===== config.mk =====
export PLATFORM = sky130hd
export DESIGN_NAME = fifo_rd_stream_adapter_flat
export DESIGN_NICKNAME = d
export VERILOG_FILES = /design/src/rtl/fifo_rd_stream_adapter_pkg.sv /design/src/rtl/fifo_rd_stream_adapter_if.sv /design/src/rtl/fifo_rd_stream_adapter_rd_skid_buf.sv /design/src/rtl/fifo_rd_stream_adapter.sv /design/src/flat_wrapper.sv
export SDC_FILE = /design/constraint.sdc
export NUM_CORES = 1
export LEC_CHECK = 0
export ABC_AREA = 1
export BUFFER_PORTS_ARGS = -buffer_cell sky130_fd_sc_hd__buf_2
export CAP_MARGIN = 5
export CORE_MARGIN = 2
export CORE_UTILIZATION = 57
export CTS_BUF_LIST = sky130_fd_sc_hd__clkbuf_2
export DETAILED_ROUTE_END_ITERATION = 10
export PLACE_DENSITY = 0.8
export RECOVER_POWER = 50
export SLEW_MARGIN = 20
export SYNTH_ARGS = -nofsm -noshare
export SYNTH_HDL_FRONTEND = slang
export SYNTH_HIERARCHICAL = 1
export SYNTH_SLANG_ARGS = --single-unit
export TNS_END_PERCENT = 5

===== constraint.sdc =====
create_clock -name clk -period 4 [get_ports clk]
set_input_delay 0.8 -clock clk [delete_from_list [all_inputs] [get_ports clk]]
set_output_delay 0.8 -clock clk [all_outputs]
set_load 0.01 [all_outputs]

===== src/rtl/fifo_rd_stream_adapter_pkg.sv =====
// Shared types and constants for the FIFO read-side stream adapter.
package fifo_rd_stream_adapter_pkg;

  // Default word width of the upstream synchronous FIFO.
  localparam int FIFO_WIDTH = 16;

  // Output buffer occupancy: 0, 1 or 2 entries.
  typedef logic [1:0] occ_t;

  localparam occ_t OCC_EMPTY = 2'd0;
  localparam occ_t OCC_ONE   = 2'd1;
  localparam occ_t OCC_FULL  = 2'd2;

  // Words the buffer will hold after this edge if no new read is issued:
  // current occupancy plus the word arriving from the FIFO minus the word
  // leaving to the consumer. A new read is only allowed while this is < 2.
  function automatic logic [2:0] credit_level(input occ_t occ,
                                              input logic inflight,
                                              input logic pop);
    return {1'b0, occ} + {2'b00, inflight} - {2'b00, pop};
  endfunction

endpackage


===== src/rtl/fifo_rd_stream_adapter_if.sv =====
// FIFO read port plus valid/ready output stream of the adapter.
// master: the adapter side; slave: the FIFO/consumer environment.
interface fifo_rd_stream_adapter_if
  import fifo_rd_stream_adapter_pkg::*;
#(
  parameter int DATA_WIDTH = FIFO_WIDTH
);

  logic                  fifo_empty;
  logic [DATA_WIDTH-1:0] fifo_data_out;
  logic                  fifo_underflow;
  logic                  fifo_rd_en;
  logic                  m_valid;
  logic [DATA_WIDTH-1:0] m_data;
  logic                  m_ready;

  modport master (
    input  fifo_empty,
    input  fifo_data_out,
    input  fifo_underflow,
    output fifo_rd_en,
    output m_valid,
    output m_data,
    input  m_ready
  );

  modport slave (
    output fifo_empty,
    output fifo_data_out,
    output fifo_underflow,
    input  fifo_rd_en,
    input  m_valid,
    output m_ready,
    input  m_data
  );

endinterface


===== src/rtl/fifo_rd_stream_adapter_rd_skid_buf.sv =====
// Two-entry output buffer: head is presented to the consumer, tail absorbs
// the word that was already in flight when the consumer stalled.
module rd_skid_buf
  import fifo_rd_stream_adapter_pkg::*;
#(
  parameter int DATA_WIDTH = FIFO_WIDTH
) (
  input  logic                  clk,
  input  logic                  rst_n,
  input  logic                  push,
  input  logic                  pop,
  input  logic                  flush,
  input  logic [DATA_WIDTH-1:0] din,
  output logic [DATA_WIDTH-1:0] dout,
  output occ_t                  occ
);

  logic [DATA_WIDTH-1:0] head_q, head_d;
  logic [DATA_WIDTH-1:0] tail_q, tail_d;
  occ_t                  occ_q, occ_d;

  // Next-state of the two entries; flush only empties, data is left as is.
  always_comb begin
    head_d = head_q;
    tail_d = tail_q;
    occ_d  = occ_q;
    if (flush) begin
      occ_d = OCC_EMPTY;
    end else begin
      unique case ({push, pop})
        2'b10: begin
          if (occ_q == OCC_EMPTY) begin
            head_d = din;
          end else begin
            tail_d = din;
          end
          occ_d = occ_q + 2'd1;
        end
        2'b01: begin
          if (occ_q == OCC_FULL) begin
            head_d = tail_q;
          end
          occ_d = occ_q - 2'd1;
        end
        2'b11: begin
          // Occupancy is unchanged; the entry order still has to advance.
          if (occ_q == OCC_FULL) begin
            head_d = tail_q;
            tail_d = din;
          end else begin
            head_d = din;
          end
        end
        default: begin
        end
      endcase
    end
  end

  // Buffer state registers.
  always_ff @(posedge clk or negedge rst_n) begin
    if (!rst_n) begin
      head_q <= '0;
      tail_q <= '0;
      occ_q  <= OCC_EMPTY;
    end else begin
      head_q <= head_d;
      tail_q <= tail_d;
      occ_q  <= occ_d;
    end
  end

  // Overfilling or popping an empty buffer means the upstream credit rule broke.
  always @(posedge clk) begin
    if (rst_n && !flush) begin
      assert (!(push && !pop && occ_q == OCC_FULL));
      assert (!(pop && occ_q == OCC_EMPTY));
    end
  end

  assign dout = head_q;
  assign occ  = occ_q;

endmodule


===== src/rtl/fifo_rd_stream_adapter.sv =====
// Turns the 1-cycle-latency FIFO read port into a valid/ready stream.
// Reads are issued only when the buffer is guaranteed room for the word,
// so a stalled consumer never causes a captured word to be dropped.
module fifo_rd_stream_adapter
  import fifo_rd_stream_adapter_pkg::*;
#(
  parameter int DATA_WIDTH = FIFO_WIDTH,
  parameter int CNT_WIDTH  = 32,
  parameter int ERR_WIDTH  = 8
) (
  input  logic                     clk,
  input  logic                     rst_n,
  input  logic                     enable,
  input  logic                     flush,
  fifo_rd_stream_adapter_if.master bus,
  output logic [CNT_WIDTH-1:0]     word_cnt,
  output logic [ERR_WIDTH-1:0]     underflow_cnt
);

  occ_t                  occ;
  logic [DATA_WIDTH-1:0] head;
  logic                  m_valid;
  logic                  pop;
  logic                  rd_en;
  logic [2:0]            credit;

  logic                  inflight_q, inflight_d;
  logic [CNT_WIDTH-1:0]  word_cnt_q, word_cnt_d;
  logic [ERR_WIDTH-1:0]  underflow_cnt_q, underflow_cnt_d;

  rd_skid_buf #(
    .DATA_WIDTH (DATA_WIDTH)
  ) u_buf (
    .clk   (clk),
    .rst_n (rst_n),
    .push  (inflight_q),
    .pop   (pop),
    .flush (flush),
    .din   (bus.fifo_data_out),
    .dout  (head),
    .occ   (occ)
  );

  assign m_valid = (occ != OCC_EMPTY);

  // Read issue, in-flight tracking and counter next-state.
  always_comb begin
    pop    = m_valid & bus.m_ready;
    credit = credit_level(occ, inflight_q, pop);
    // rst_n keeps the read strobe low while the adapter is held in reset.
    rd_en  = rst_n & enable & ~flush & ~bus.fifo_empty & (credit < 3'd2);
    inflight_d = rd_en;
    word_cnt_d = word_cnt_q + {{(CNT_WIDTH-1){1'b0}}, pop};
    underflow_cnt_d = underflow_cnt_q;
    if (bus.fifo_underflow && (underflow_cnt_q != {ERR_WIDTH{1'b1}})) begin
      underflow_cnt_d = underflow_cnt_q + {{(ERR_WIDTH-1){1'b0}}, 1'b1};
    end
  end

  // Control and status registers.
  always_ff @(posedge clk or negedge rst_n) begin
    if (!rst_n) begin
      inflight_q      <= 1'b0;
      word_cnt_q      <= '0;
      underflow_cnt_q <= '0;
    end else begin
      inflight_q      <= inflight_d;
      word_cnt_q      <= word_cnt_d;
      underflow_cnt_q <= underflow_cnt_d;
    end
  end

  assign bus.fifo_rd_en = rd_en;
  assign bus.m_valid    = m_valid;
  assign bus.m_data     = head;
  assign word_cnt       = word_cnt_q;
  assign underflow_cnt  = underflow_cnt_q;

endmodule


===== src/flat_wrapper.sv =====
// flat-port wrapper written by rule: the top's interface ports become plain ports
module fifo_rd_stream_adapter_flat import fifo_rd_stream_adapter_pkg::*;
#(
  parameter int DATA_WIDTH = FIFO_WIDTH,
  parameter int CNT_WIDTH  = 32,
  parameter int ERR_WIDTH  = 8
)
  (clk, rst_n, enable, flush, word_cnt, underflow_cnt, bus_fifo_empty, bus_fifo_data_out, bus_fifo_underflow, bus_fifo_rd_en, bus_m_valid, bus_m_data, bus_m_ready);
  fifo_rd_stream_adapter_if #(.DATA_WIDTH(DATA_WIDTH)) bus_i ();
  input  logic clk;
  input  logic rst_n;
  input  logic enable;
  input  logic flush;
  output logic [CNT_WIDTH-1:0] word_cnt;
  output logic [ERR_WIDTH-1:0] underflow_cnt;
  input wire logic [$bits(bus_i.fifo_empty)-1:0] bus_fifo_empty;
  input wire logic [$bits(bus_i.fifo_data_out)-1:0] bus_fifo_data_out;
  input wire logic [$bits(bus_i.fifo_underflow)-1:0] bus_fifo_underflow;
  output wire logic [$bits(bus_i.fifo_rd_en)-1:0] bus_fifo_rd_en;
  output wire logic [$bits(bus_i.m_valid)-1:0] bus_m_valid;
  output wire logic [$bits(bus_i.m_data)-1:0] bus_m_data;
  input wire logic [$bits(bus_i.m_ready)-1:0] bus_m_ready;
  assign bus_i.fifo_empty = bus_fifo_empty;
  assign bus_i.fifo_data_out = bus_fifo_data_out;
  assign bus_i.fifo_underflow = bus_fifo_underflow;
  assign bus_fifo_rd_en = bus_i.fifo_rd_en;
  assign bus_m_valid = bus_i.m_valid;
  assign bus_m_data = bus_i.m_data;
  assign bus_i.m_ready = bus_m_ready;
  fifo_rd_stream_adapter #(.DATA_WIDTH(DATA_WIDTH), .CNT_WIDTH(CNT_WIDTH), .ERR_WIDTH(ERR_WIDTH)) u_core (.clk(clk), .rst_n(rst_n), .enable(enable), .flush(flush), .bus(bus_i), .word_cnt(word_cnt), .underflow_cnt(underflow_cnt));
endmodule

; ---- After elaboration in Yosys (flattened, before gate mapping)
; Cells that the tools add are included.
; W data, S select, Z words.
[totals]
ff_bits = 75
input_bits = 23
out_inout_bits = 58
wordCells = 46
[classes]
n_addsub = 6
order_cmp = 1
eq_ne = 9
mux = 9
bitwise = 7
n_reduce_logical = 8
[op_table]
columns = op, count
row1 = $mux W16, 5
row2 = $pmux W16 S3, 1
row3 = $add A32 B1 Y32, 1
row4 = $pmux W16 S2, 1
row5 = $add A8 B1 Y8 const B, 1
row6 = $ne A2 B2 Y1 const B, 4
row7 = $ne A8 B8 Y1 const B, 1
row8 = $reduce_and A4 Y1, 2
row9 = $eq A2 B2 Y1 const B, 3
row10 = $reduce_bool A3 Y1, 2
row11 = $and A1 B1 Y1, 5
row12 = $pmux W2 S2, 1
row13 = $reduce_bool A2 Y1, 2
row14 = $add A2 B1 Y3, 1
row15 = $lt A3 B2 Y1 const B, 1
row16 = $sub A3 B1 Y3, 1
row17 = $add A2 B1 Y2 const B, 1
row18 = $eq A2 B1 Y1 const B, 1
row19 = $logic_not A2 Y1, 1
row20 = $mux W2, 1
row21 = $not A1 Y1, 2
row22 = $sub A2 B1 Y2 const B, 1
row23 = $logic_and A1 B1 Y1, 1

; ---- Depth between registers and ports, before layout
; Gate-level depths: netlist of the first run.
[depth]
ltp_word = 5
depth_mapped = 10
ltp_nobuf = 10

; ---- By module
; Netlist of the first run, hierarchy kept.
[modules_own_cells]
columns = mod, n_inst, cells_each, area_each_um2, seq_area_each_um2
row1 = fifo_rd_stream_adapter, 1, 295, 2344.7, 1026.0
row2 = rd_skid_buf, 1, 218, 1819.2, 850.8

; ---- Worst setup path after synthesis of the first run
; OpenSTA, ideal clock, no wires.
[synth_path]
path_kind = input -> output
from = in bus_m_ready
to = out bus_fifo_rd_en
arrival_time_ns = 2.414
required_ns = 3.200
path_slack_ns = 0.786
path_stages = 6
n_path_buf = 0
cell_sequence = o21a_1 -> ha_1 -> or2_2 -> fa_1 -> o2111ai_1 -> nor2_1
[synth_via]
elab_chain_len = 4
[synth_lines]
columns = element, line_no
row1 = "start, declared", flat_wrapper.sv:22  ; input wire logic [$bits(bus_i.m_ready)-1:0] bus_m_ready;
row2 = $and A1 B1 Y1, fifo_rd_stream_adapter.sv:48  ; pop = m_valid & bus.m_ready;
row3 = $sub A3 B1 Y3, fifo_rd_stream_adapter_pkg.sv:20  ; return {1'b0, occ} + {2'b00, inflight} - {2'b00, pop};
row4 = $lt A3 B2 Y1, fifo_rd_stream_adapter.sv:51  ; rd_en = rst_n & enable & ~flush & ~bus.fifo_empty & (credit < 3'd2);
row5 = $and A1 B1 Y1, fifo_rd_stream_adapter.sv:51
row6 = "end, declared", flat_wrapper.sv:19  ; output wire logic [$bits(bus_i.fifo_rd_en)-1:0] bus_fifo_rd_en;
; Every way passes these cells.

; ---- Worst setup path in the final report of the first run
[layout_path]
from = reg u_core.u_buf.occ_q[1] (netlist: u_core/u_buf/occ[1])
to = out bus_fifo_rd_en
[layout_via]
elab_chain_len = 5
word_cells_on_any_way = 6
cone_classes = add/sub: 2 / order compare: 1 / bitwise: 2 / reduce/logical: 1
[layout_lines]
columns = element, line_no
row1 = "start, declared", fifo_rd_stream_adapter_rd_skid_buf.sv:20  ; occ_t occ_q, occ_d;
row2 = "start signal, assigned", fifo_rd_stream_adapter_rd_skid_buf.sv:65  ; occ_q <= OCC_EMPTY;
row3 = "start signal, assigned", fifo_rd_stream_adapter_rd_skid_buf.sv:69  ; occ_q <= occ_d;
row4 = $reduce_bool A2 Y1, fifo_rd_stream_adapter.sv:44  ; assign m_valid = (occ != OCC_EMPTY);
row5 = $and A1 B1 Y1, fifo_rd_stream_adapter.sv:48
row6 = via u_core.pop, fifo_rd_stream_adapter.sv:23  ; logic pop;
row7 = $sub A3 B1 Y3, fifo_rd_stream_adapter_pkg.sv:20
row8 = $lt A3 B2 Y1, fifo_rd_stream_adapter.sv:51
row9 = $and A1 B1 Y1, fifo_rd_stream_adapter.sv:51
; The timed path passes the listed nets, and every way through them passes these cells.

==> flow_summary.ini, run 1 <==
[status]
outcome = complete, no violations

[yosys]
synthTopCellsByArea = dfrtp_1, nand2_1, nand3_1
avgSynthCellArea_um2 = 8.12
yosysWarnings = 6
syn_inst = 513
synth_top_cell_area_share_pct = 45.1
yosysSeqAreaShare_pct = 45.1
ys_types = 35
synth-edff-count = 0
synth_fp_nets = 541
synth_top_area_cell = dfrtp_1
syn-cell-area_um2 = 4160
async_flop_share_pct = 100
ys_ff_latch = 75
ys_top_cells_by_count = nand2_1, dfrtp_1, inv_1
synthMostInstantiatedCell = nand2_1
synthFlopType = dfrtp_1

[floorplan]
ios = 81
rows = 31
fp.dieH_um = 89.5
chipWidth_um = 89.5
core_area_um2 = 7180
die-area_um2 = 8000
start_util_pct = 58.0

[grt]
grt_pass1_wl_mm = 14.9
grt_pass1_vias = 3328
antenna_found_initial = 0
grt_max_degree = 51
grt-ovfl-total = 0
grt_use_total_pct = 24.1

[pwr]
p_per_area_nw_per_um2 = 514
p_leak_nw = 2.50
ir_drop_mv = 0.362
power.total_mw = 2.42

[timing]
hold_viol_final = 0
drv_slew = 0
period_needed_ns = 3.64
finalCritPeriodShare_pct = 91.1
fin_skew_ns = 0.0359
tightestPinTransition_ns = 1.43
final.setup.tns_ns = 0
rsz0062_at_grt = no
clock.fmax_mhz = 275
slew_headroom_pct = 4.98
setup_viol = 0

[detailed_routing]
drt_wl_total_mm = 8.87
vias = 3543
antenna_left = 0
drc = 0
avgRoutedWirePerCell_um = 12.7
drtPass1Iterations = 5
via_per_inst = 5.07
drtIter0Drc = 133

[cts]
hold_buffers = 0
cts_resized = 0
insertion_delay_ns = 0.51
cts.sinks = 75
clockRootBuffer = clkbuf_2
cts-htree-levels = 3
path_clk_slew_ns = 0.20
post_cts_buffers = 0
clock_tree.buffer_depth = 2
numCtsBuffers = 9
cts_tree = built

[final_layout]
design_area_um2 = 4710
diodes = 0
area_growth_pct = 13.1
fillCellCount = 623
seq_area_um2 = 1880
drive_above_1_share_pct = 22.3
stdcell_count = 699
fin_util_pct = 65.6
nNetsFinal = 623
multi_input_area_um2 = 1950

[placement]
hpwlAfterDp_mm = 6.46
gp_congestion = 0.820
portBuffers = 80
dpl.cell_count = 683
placed_area_um2 = 4630

[critical_path]
cp-end-kind = primary output
cp.arrival_ns = 2.84
path_class = reg -> out
critPathLaunchType = flip-flop
crit_fanout = 8
required_ns = 3.20

[run]
maxCapViolCount = 0

[hold_path]
hp-class = reg -> reg
==> power breakdown <==
part	internal (mW)	switching [mW]
registers	0.965	0.152
clock network	0.272	0.276
logic	0.292	0.462
total	1.53	0.891
==> cell type report <==
class                   instances  area share [%]
multi-input cells             377            41.4
clock inverters                 6            2.42
clock buffers                  10            1.06
flip-flops and latches         75            39.9
well taps                      99            2.63
inverters                      51            4.07
repair buffers                 81            8.58
==> path summary, 6_finish.rpt <==
kind / startpoint / to / slack, ns / cells past startpoint
min in group asynchronous: rst_n / u_core/underflow_cnt[6] / 0.56 / 1
setup reg to reg: u_core/u_buf/occ[1] / u_core/u_buf/tail_q[2] / 1.42 / 7
hold / removal: u_core/u_buf/tail_q[9] / u_core/u_buf/tail_q[9] / 0.50 / 2
setup / recovery: u_core/u_buf/occ[1] / bus_fifo_rd_en / 0.36 / 7
hold reg to reg: u_core/u_buf/tail_q[9] / u_core/u_buf/tail_q[9] / 0.50 / 2
max in group asynchronous: rst_n / u_core/word_cnt[26] / 1.51 / 2
==> cells by family after synthesis <==
group                    count (synthesis)  synth area share, %
AND/OR/NAND/NOR                        346                 41.7
flip-flops                              75                 45.1
buffers and inverters                   61                 6.34
XOR/XNOR                                18                 3.97
AO/OA/AOI/OAI                            8                 1.23
adder cells (fa/ha/maj)                  5                 1.68
==> layout by cell type, fill, tap and decap left out, types with 2 or more instances in the layout <==
master,count
nand2_1,202
buf_2,79
dfrtp_1,75
inv_1,49
nor2_1,41
nand3_1,40
nand3b_1,26
clkbuf_2,11
xor2_1,10
nand3_2,10
nand2_2,7
xnor2_1,7
nor2_2,5
nor2_4,4
ha_1,4
bufinv_16,3
nand2_4,3
o21ai_0,3
clkinvlp_4,2
nor2_8,2
nand4_1,2
inv_2,2
==> stage by stage <==
step           setup WS (ns)  hold slack (ns)
6_report               0.357            0.502
5_1_grt                0.190            0.477
4_1_cts                0.351            0.135
3_5_place_dp           0.510            0.459
3_3_place_gp           0.596            0.453
2_1_floorplan          0.786            0.442
==> routing by layer <==
| layer | part of all wire [%] | vias to the layer above | global-route usage (%) | wire (um) |
|---|---|---|---|---|
| li1 | - | 1762 | - | - |
| met1 | 45 | 1680 | 30.9 | 3990 |
| met2 | 50 | 92 | 41.3 | 4410 |
| met3 | 4.1 | 9 | 3.97 | 360 |
| met4 | 1.2 | 0 | 8.28 | 107 |
| met5 | 0 | - | 0 | 0 |
==> flip-flops by register name, indices dropped and copies added, names as in the netlist <==
| register | cells |
|---|---|
| u_core/u_buf/dout | 16 |
| u_core/u_buf/occ | 2 |
| u_core/word_cnt | 32 |
| u_core/inflight_q | 1 |
| u_core/u_buf/tail_q | 16 |
| u_core/underflow_cnt | 8 |
==> critical path: stages, from the launching register on <==
cell	delay, ns
dfrtp_1	0.49
o21a_1	0.30
ha_1	0.32
or2_2	0.31
fa_1	0.49
o2111ai_1	0.10
nor2_1	0.18
buf_2	0.15
(Power assumes the default switching activity.)
==> run 2, diff against run 1 <==
--- a/config.mk
+++ b/config.mk
@@ -9,10 +9,10 @@
 export BUFFER_PORTS_ARGS = -buffer_cell sky130_fd_sc_hd__buf_2
 export CAP_MARGIN = 5
 export CORE_MARGIN = 2
-export CORE_UTILIZATION = 57
+export CORE_UTILIZATION = 52
 export CTS_BUF_LIST = sky130_fd_sc_hd__clkbuf_2
 export DETAILED_ROUTE_END_ITERATION = 10
-export PLACE_DENSITY = 0.8
+export PLACE_DENSITY = 0.77
 export RECOVER_POWER = 50
 export SLEW_MARGIN = 20
 export SYNTH_ARGS = -nofsm -noshare
==> constraint.sdc (replaced) <==
create_clock -name clk -period 3 [get_ports clk]
set_input_delay 0.6 -clock clk [delete_from_list [all_inputs] [get_ports clk]]
set_output_delay 0.6 -clock clk [all_outputs]
set_load 0.01 [all_outputs]
==> flow_summary.ini, run 2 (same netlist as run 1, synthesis figures left out) <==
[floorplan]
die-area_um2 = 8740
chipWidth_um = 93.5
core_area_um2 = 7730
rows = 32
fp.dieH_um = 93.5
ios = 81
start_util_pct = 53.9

[cts]
insertion_delay_ns = 0.51
hold_buffers = 0
cts.sinks = 75
clock_tree.buffer_depth = 2
numCtsBuffers = 9
cts_tree = built
path_clk_slew_ns = 0.24
cts-htree-levels = 3
clockRootBuffer = clkbuf_2

[timing]
holdWs_ns = 0.303
layout_setup_ws_ns = -0.103
setup_viol = 1
finalCritPeriodShare_pct = 103
rsz0062_at_grt = yes
final.setup.tns_ns = -0.103
clock.fmax_mhz = 322
fin_skew_ns = 0.0202
tightestPinTransition_ns = 1.81
hold_viol_final = 0
drv_slew = 76
slew_headroom_pct = -20.4
period_needed_ns = 3.10

[pwr]
p_leak_nw = 2.50
p_sw_mw = 1.23
power.total_mw = 3.02
p_per_area_nw_per_um2 = 641
intPower_mw = 1.80
ir_drop_mv = 0.339
swShare_pct = 40.6
p_clk_share_pct = 15.9
p_comb_share_pct = 35.2
p_seq_share_pct = 48.9

[status]
violations = max-capacitance violations, max-slew violations, negative setup slack
outcome = complete, but fails checks

[grt]
grt_max_degree = 76
grt_pass1_wl_mm = 15.5
grt_use_total_pct = 22.3
grt-ovfl-total = 0
antenna_found_initial = 0
grt_pass1_vias = 3480

[final_layout]
fillCellCount = 712
final_cell_mix = nand2_1, dfrtp_1, buf_2
final_common_cell = nand2_1
nNetsFinal = 628
drive_above_1_share_pct = 22.1
largest_register_ffs = 32
stdcell_count = 707
diodes = 0
area_growth_pct = 13.1

[hold_path]
hp-class = in -> reg
min_from = bus_fifo_data_out[12]

[critical_path]
cp.arrival_ns = 2.50
path_class = reg -> out
timing.rr.start = u_core/u_buf/occ[0]
crit_fanout = 2
cp-end-kind = primary output
critPathLaunchType = flip-flop
critPathLaunch = u_core/u_buf/occ[0]
required_ns = 2.40

[detailed_routing]
drtPass1Iterations = 4
drc = 0
drt_wl_total_mm = 9.20
vias = 3550
avgRoutedWirePerCell_um = 13.0
antenna_left = 0
via_per_inst = 5.02
drtIter0Drc = 112

[placement]
gp_congestion = 0.904
dpl.cell_count = 688
hpwlAfterDp_mm = 6.58
portBuffers = 80

[run]
maxCapViolCount = 1
## run 2: final timing paths
kind	end	slack [ns]	cells after the start
max	bus_fifo_rd_en	-0.10	7
min	u_core/u_buf/tail_q[12]	0.30	3
max reg2reg	u_core/u_buf/dout[9]	1.01	7
min reg2reg	u_core/u_buf/tail_q[7]	0.50	2
max in group asynchronous	u_core/u_buf/occ[1]	1.17	2
min in group asynchronous	u_core/underflow_cnt[7]	0.68	2
## run 2: power groups by stage
| stage | Clock (mW) | Sequential (mW) | Combinational, mW |
|---|---|---|---|
| after floorplan | 0 | 1.56 | 0.660 |
| after global placement | 0 | 1.49 | 1.03 |
| after detailed placement | 0 | 1.51 | 1.07 |
| after CTS | 0.494 | 1.48 | 1.11 |
| after global routing | 0.532 | 1.51 | 1.21 |
| final | 0.479 | 1.48 | 1.06 |
## run 2: final cells by class
| type | instances | area, um2 | share of cell area [%] |
|---|---|---|---|
| clock buffer | 9 | 45.0 | 0.957 |
| inverter | 51 | 191 | 4.07 |
| sequential | 75 | 1880 | 39.9 |
| clock inverter | 7 | 45.0 | 0.957 |
| timing repair buffer | 86 | 432 | 9.17 |
| multi-input combinational | 377 | 1990 | 42.3 |
| tap | 102 | 128 | 2.71 |
## run 2: routing by layer
layer | wire length [um] | part of all wire, % | vias to the layer above | track usage, %
met3 | 465 | 5.1 | 24 | 3.87
met2 | 4530 | 49 | 95 | 37.3
met1 | 3980 | 43 | 1654 | 28.3
li1 | - | - | 1777 | -
met5 | 0 | 0 | - | 0
met4 | 223 | 2.4 | 0 | 10.3
## run 2: stage by stage
stage / setup WS, ns / cell area (um2) / util (%)
4_1_cts: -0.242 / 4750 / 61.5
6_report: -0.103 / 4710 / 60.9
3_5_place_dp: 0.127 / 4640 / 60.1
2_1_floorplan: 0.186 / 4160 / -
3_3_place_gp: 0.183 / 4640 / 60.1
5_1_grt: -0.243 / 4710 / 60.9
## run 2: critical path, cell delays in order (launching register included)
cell and delay, ns:
dfrtp_1 0.43, o21a_1 0.21, ha_1 0.27, or2_4 0.23, fa_1 0.49, o2111ai_1 0.11
nor2_1 0.12, buf_2 0.15
## run 2: repair_timing
action / CTS / global route
setup endpoints to repair: 1 / 1
setup buffers: 2 / 1
resized for setup: 2 / 0
pin swaps: 5 / 3
